File: src/rtl/tmc_reg_access_ctrl.sv
// TMC2130 register access controller: arbitrates two requesters onto one 40-bit SPI
// engine, builds datagrams and runs the two-frame pipelined read.
//
// state   | meaning
// IDLE    | no request in flight, arbitrate on any valid
// GRANT   | ready pulse to winner, request latched, datagram on spi_data_out
// SEND    | enable raised towards the SPI engine
// WAIT_HI | enable held until synchronized busy rises (bounded)
// WAIT_LO | waiting for busy to fall (bounded), then capture or resend for read data
// RESP    | one-cycle response strobe to the granted requester
module tmc_reg_access_ctrl #(
   parameter int unsigned TIMEOUT_CYCLES = 16,
   parameter int unsigned TO_W           = 5
) (
   input  logic        r_state_clk,
   input  logic        reset_n_in,
   input  logic        req_a_valid,
   input  logic        req_a_write,
   input  logic [6:0]  req_a_addr,
   input  logic [31:0] req_a_wdata,
   output logic        req_a_ready,
   input  logic        req_b_valid,
   input  logic        req_b_write,
   input  logic [6:0]  req_b_addr,
   input  logic [31:0] req_b_wdata,
   output logic        req_b_ready,
   output logic        rsp_valid,
   output logic        rsp_id,
   output logic [31:0] rsp_data,
   output logic [7:0]  rsp_status,
   output logic        rsp_err,
   output logic [39:0] spi_data_out,
   output logic        spi_enable_out,
   input  logic        spi_busy_in,
   input  logic [39:0] spi_data_in
);

   typedef enum logic [2:0] {
      ST_IDLE,
      ST_GRANT,
      ST_SEND,
      ST_WAIT_HI,
      ST_WAIT_LO,
      ST_RESP
   } state_t;

   // Enable is high for SEND plus the WAIT_HI cycles, so the load value counts SEND too.
   localparam logic [TO_W-1:0] TO_LOAD = TO_W'(TIMEOUT_CYCLES - 1);
   localparam logic [TO_W-1:0] TO_ONE  = TO_W'(1);

   state_t         state_q;
   logic           busy_meta_q;
   logic           busy_s_q;
   logic           last_grant_q;
   logic           phase_q;
   logic [TO_W-1:0] to_cnt_q;
   logic           id_q;
   logic           write_q;
   logic [7:0]     cap_status_q;
   logic           req_a_ready_q;
   logic           req_b_ready_q;
   logic           rsp_valid_q;
   logic           rsp_id_q;
   logic [31:0]    rsp_data_q;
   logic [7:0]     rsp_status_q;
   logic           rsp_err_q;
   logic [39:0]    spi_data_out_q;
   logic           spi_enable_q;

   logic           grant_b_d;
   logic           sel_write_d;
   logic [6:0]     sel_addr_d;
   logic [31:0]    sel_wdata_d;
   logic           to_expired_d;

   always_ff @(posedge r_state_clk or negedge reset_n_in) begin
      if (!reset_n_in) begin
         busy_meta_q <= 1'b0;
         busy_s_q    <= 1'b0;
      end else begin
         busy_meta_q <= spi_busy_in;
         busy_s_q    <= busy_meta_q;
      end
   end

   always_comb begin
      grant_b_d    = req_b_valid && (!req_a_valid || !last_grant_q);
      sel_write_d  = grant_b_d ? req_b_write : req_a_write;
      sel_addr_d   = grant_b_d ? req_b_addr  : req_a_addr;
      sel_wdata_d  = grant_b_d ? req_b_wdata : req_a_wdata;
      to_expired_d = (to_cnt_q == '0);
   end

   always_ff @(posedge r_state_clk or negedge reset_n_in) begin
      if (!reset_n_in) begin
         state_q        <= ST_IDLE;
         last_grant_q   <= 1'b1;
         phase_q        <= 1'b0;
         to_cnt_q       <= '0;
         id_q           <= 1'b0;
         write_q        <= 1'b0;
         cap_status_q   <= '0;
         req_a_ready_q  <= 1'b0;
         req_b_ready_q  <= 1'b0;
         rsp_valid_q    <= 1'b0;
         rsp_id_q       <= 1'b0;
         rsp_data_q     <= '0;
         rsp_status_q   <= '0;
         rsp_err_q      <= 1'b0;
         spi_data_out_q <= '0;
         spi_enable_q   <= 1'b0;
      end else begin
         req_a_ready_q <= 1'b0;
         req_b_ready_q <= 1'b0;
         rsp_valid_q   <= 1'b0;
         case (state_q)
            ST_IDLE: begin
               if (req_a_valid || req_b_valid) begin
                  req_a_ready_q  <= !grant_b_d;
                  req_b_ready_q  <= grant_b_d;
                  id_q           <= grant_b_d;
                  last_grant_q   <= grant_b_d;
                  write_q        <= sel_write_d;
                  spi_data_out_q <= {sel_write_d, sel_addr_d,
                                     sel_write_d ? sel_wdata_d : 32'h0};
                  phase_q        <= 1'b0;
                  cap_status_q   <= '0;
                  state_q        <= ST_GRANT;
               end
            end
            ST_GRANT: begin
               spi_enable_q <= 1'b1;
               to_cnt_q     <= TO_LOAD;
               state_q      <= ST_SEND;
            end
            ST_SEND: begin
               to_cnt_q <= to_cnt_q - TO_ONE;
               state_q  <= ST_WAIT_HI;
            end
            ST_WAIT_HI: begin
               if (busy_s_q) begin
                  spi_enable_q <= 1'b0;
                  to_cnt_q     <= TO_LOAD;
                  state_q      <= ST_WAIT_LO;
               end else if (to_expired_d) begin
                  spi_enable_q <= 1'b0;
                  rsp_valid_q  <= 1'b1;
                  rsp_id_q     <= id_q;
                  rsp_err_q    <= 1'b1;
                  rsp_status_q <= cap_status_q;
                  rsp_data_q   <= '0;
                  state_q      <= ST_RESP;
               end else begin
                  to_cnt_q <= to_cnt_q - TO_ONE;
               end
            end
            ST_WAIT_LO: begin
               if (!busy_s_q) begin
                  cap_status_q <= spi_data_in[39:32];
                  // First read frame only addresses the register; its data belongs to the previous access.
                  if (!write_q && !phase_q) begin
                     phase_q      <= 1'b1;
                     spi_enable_q <= 1'b1;
                     to_cnt_q     <= TO_LOAD;
                     state_q      <= ST_SEND;
                  end else begin
                     rsp_valid_q  <= 1'b1;
                     rsp_id_q     <= id_q;
                     rsp_err_q    <= 1'b0;
                     rsp_status_q <= spi_data_in[39:32];
                     rsp_data_q   <= write_q ? 32'h0 : spi_data_in[31:0];
                     state_q      <= ST_RESP;
                  end
               end else if (to_expired_d) begin
                  rsp_valid_q  <= 1'b1;
                  rsp_id_q     <= id_q;
                  rsp_err_q    <= 1'b1;
                  rsp_status_q <= cap_status_q;
                  rsp_data_q   <= '0;
                  state_q      <= ST_RESP;
               end else begin
                  to_cnt_q <= to_cnt_q - TO_ONE;
               end
            end
            ST_RESP: begin
               state_q <= ST_IDLE;
            end
            default: begin
               spi_enable_q <= 1'b0;
               state_q      <= ST_IDLE;
            end
         endcase
      end
   end

   assign req_a_ready    = req_a_ready_q;
   assign req_b_ready    = req_b_ready_q;
   assign rsp_valid      = rsp_valid_q;
   assign rsp_id         = rsp_id_q;
   assign rsp_data       = rsp_data_q;
   assign rsp_status     = rsp_status_q;
   assign rsp_err        = rsp_err_q;
   assign spi_data_out   = spi_data_out_q;
   assign spi_enable_out = spi_enable_q;

endmodule

File: config.mk
export PLATFORM = sky130hd
export DESIGN_NAME = tmc_reg_access_ctrl
export DESIGN_NICKNAME = d
export VERILOG_FILES = /design/src/rtl/tmc_reg_access_ctrl.sv
export SDC_FILE = /design/constraint.sdc
export NUM_CORES = 1
export LEC_CHECK = 0
export BUFFER_PORTS_ARGS = -buffer_cell sky130_fd_sc_hd__buf_2
export CELL_PAD_IN_SITES_DETAIL_PLACEMENT = 2
export CELL_PAD_IN_SITES_GLOBAL_PLACEMENT = 2
export CORE_AREA = 2 2 127 129
export DETAILED_ROUTE_END_ITERATION = 10
export DIE_AREA = 0 0 129 131
export GPL_TIMING_DRIVEN = 0
export PLACE_DENSITY_LB_ADDON = 0.2
export SLEW_MARGIN = 25
export SYNTH_ARGS = -nofsm -noshare
export SYNTH_HDL_FRONTEND = slang
export SYNTH_SLANG_ARGS = --single-unit
File: constraint.sdc
create_clock -name r_state_clk -period 4.1 [get_ports r_state_clk]
set_clock_uncertainty 0.15 [all_clocks]
set_input_delay 0.82 -clock r_state_clk [delete_from_list [all_inputs] [get_ports r_state_clk]]
set_output_delay 0.82 -clock r_state_clk [all_outputs]
set_load 0.02 [all_outputs]
==> results.json <==
{
  "status": "complete, no violations",
  "area_growth_pct": 35.3,
  "vdd_drop_max_v": 0.000242,
  "placed_area_um2": 5950,
  "synth_area_um2": 4600,
  "cap_violations": 0,
  "final_cells": 848,
  "fin_tns_setup_ns": 0,
  "synth_xor_xnor_area_share_pct": 0,
  "core_area_um2": 15600,
  "rsz0062_at_grt": "no",
  "critical-path-max-stage-delay_ns": 0.50,
  "synth_area_leaders": "dfrtp_1, mux2i_1, a22o_1, o21ai_0, nand2_1",
  "postCtsSetupBuffers": 0,
  "grt_first_pass_wirelength_um": 24000,
  "path_class": "flip-flop to flip-flop",
  "cp.arrival_ns": 2.55,
  "synth_compound_area_share_pct": 17.9,
  "synth_top_area_cell": "dfrtp_1",
  "routedWlPerCell_um": 18.3,
  "detail-route-antenna-nets": 0,
  "synthMuxAreaShare_pct": 8.95,
  "syn_area_per_cell_um2": 11.4,
  "worstPathRequired_ns": 4.19,
  "clk_path_buf_depth": 2,
  "die_x_um": 129,
  "cp-startpoint": "to_cnt_q[0]$_DFFE_PN0P_",
  "firstDrtPassIters": 4,
  "clock-sinks": 107,
  "synthCells": 405,
  "grtUsageTotal_pct": 18.5,
  "critPathSlowestCell": "nor4b_4",
  "synth_simple_gate_area_share_pct": 9.96,
  "hold_class": "flip-flop to flip-flop",
  "post_cts_resized": 0,
  "synth_top_family_by_area": "compound AO/OA/AOI/OAI gates",
  "start_kind": "flip-flop",
  "cts_hold_buf": 0,
  "final_max_slew_viol_count": 0,
  "power_leakage_nw": 3.34,
  "maxSlewHeadroom_pct": 53.0,
  "routed_wl_um": 15500,
  "io_pins": 211,
  "fmax_ghz": 0.406,
  "ctsRootBufferMaster": "clkbuf_16",
  "power_density_nw_per_um2": 640,
  "fp.dieH_um": 131,
  "globalplace.congestion": 0.759,
  "ys_types": 43,
  "final_area_um2": 6220,
  "cts-buffers-inserted": 9,
  "start_util_pct": 29.5,
  "synth_seq_area_share_pct": 58.3,
  "hold_start": "busy_meta_q$_DFF_PN0_",
  "post-place-ws_ns": 1.31,
  "fin_ws_ns": 1.64,
  "hold_ws_ns": 0.206,
  "crit_chain": "inv_1, ha_1, nor4b_4, a21oi_1, o21a_1, buf_6, clkinv_2, mux2_1",
  "cts_tree": "done",
  "grt_pass1_vias": 4552,
  "finalHoldViolCount": 0,
  "drive_gt1_share_pct": 39.5,
  "final_core_util_pct": 39.9,
  "async_flop_share_pct": 100,
  "ys.flop_type": "dfrtp_1",
  "clk_latency_ns": 0.36,
  "grt_overflow": 0,
  "synth-edff-count": 0,
  "dieArea_um2": 16900,
  "dpl.cell_count": 832,
  "numPortBuffers": 210,
  "synth-seq-cells": 107,
  "synthAdderAreaFrac_pct": 0.272,
  "vias_per_cell": 4.80,
  "critPathCaptureType": "flip-flop",
  "cp_max_fo": 10,
  "grt_antenna_before_repair": 1,
  "synth.top_cell.area_share_pct": 57.7,
  "fin_crit_ns": 2.46,
  "vias": 4073,
  "synth_warnings": 0,
  "finalCritPeriodShare_pct": 60.1,
  "r2r-start": "to_cnt_q[0]$_DFFE_PN0P_",
  "tightest_slew_ns": 0.706,
  "drc": 0,
  "synth_nets": 531,
  "grt_max_degree": 70,
  "drtIter0Drc": 151,
  "dpl.hpwl_um": 12000,
  "fin_total_pwr_mw": 3.98,
  "rows": 46,
  "fin_nets": 753,
  "htreeDepth": 3,
  "setup_viol": 0,
  "clk_pin_slew_ns": 0.07
}
[metal layers]
metal / global-route usage [%] / share of wire [%] / up-vias
met4: 7.48 / 2.5 / 0
met1: 21.9 / 41 / 1988
met5: 0 / 0 / -
met3: 6.27 / 7.8 / 27
met2: 31.0 / 49 / 164
li1: - / - / 1894
[cell usage after synthesis (2+ instances only)]
cell type    n
nand2_1     63
o21ai_0     49
a22o_1      32
clkbuf_1    12
dfrtp_1    106
a21oi_1     11
nor4bb_1     2
o22ai_1      9
a2bb2oi_1    8
a21o_1       3
nand3_1      9
and3_1       3
buf_2        6
inv_1        6
mux2i_1     40
buf_6        8
o21a_1       2
nor3_1       6
nor2_1       5
buf_4        2
[report_power, final]
part / switching, mW / internal (mW)
Clock: 0.406 / 0.409
Sequential: 0.197 / 1.40
Combinational: 1.01 / 0.558
[worst paths after layout]
path	to	cells past startpoint	slack, ns
worst max-delay path	rsp_id$_DFFE_PN0P_	8	1.64
worst min-delay path	busy_s_q$_DFF_PN0_	0	0.21
worst max register to register	rsp_id$_DFFE_PN0P_	8	1.64
worst min register to register	busy_s_q$_DFF_PN0_	0	0.21
max in group asynchronous	spi_data_out[8]$_DFFE_PN0P_	2	2.91
min in group asynchronous	cap_status_q[0]$_DFFE_PN0P_	1	0.22
[sequential cells by signal, indices dropped and copies added, names as in the netlist]
register / flops
spi_data_out: 39
rsp_data: 32
cap_status_q: 8
rsp_status: 8
to_cnt_q: 5
state_q: 3
busy_meta_q: 1
busy_s_q: 1
id_q: 1
last_grant_q: 1
phase_q: 1
req_a_ready: 1
req_b_ready: 1
rsp_err: 1
rsp_id: 1
rsp_valid: 1
spi_enable_out: 1
write_q: 1
[kinds of logic after synthesis]
| logic type | count (synthesis) |
|---|---|
| adders and majority gates | 1 |
| and+or+nand+nor | 96 |
| AOI/OAI and AO/OA | 124 |
| DFF | 107 |
| buffers and inverters | 36 |
| muxes | 41 |
[critical path, delay by kind of cell, from the launching register on]
kind,cells,cell delay (ns)
DFF,1,0.40
adders and majority gates,1,0.21
and+or+nand+nor,1,0.50
AOI/OAI and AO/OA,2,0.37
muxes,1,0.33
buffers and inverters,3,0.37
[cell usage in the layout, fill, tap and decap left out, drive strengths merged, types with 3 or more instances in the layout]
master	instances
and3	3
a22o	32
nor3	6
a21oi	11
clkbuf	21
o22ai	9
mux2i	40
nand3	9
a21o	3
clkinv	3
o21ai	50
nand2	63
inv	7
nor2	5
a2bb2oi	8
buf	228
dfrtp	106
clkinvlp	3
[cell type report]
class	instances	area [um^2]
diodes	1	2.50
plain buffers	29	184
clock buffers	9	225
clock inverters	6	41.3
fillers	1690	9380
inverters	7	27.5
multi-input cells	262	1710
flip-flops and latches	107	2680
well taps	216	270
repair buffers	211	1080
No activity file was read; power rests on OpenSTA's default activity.
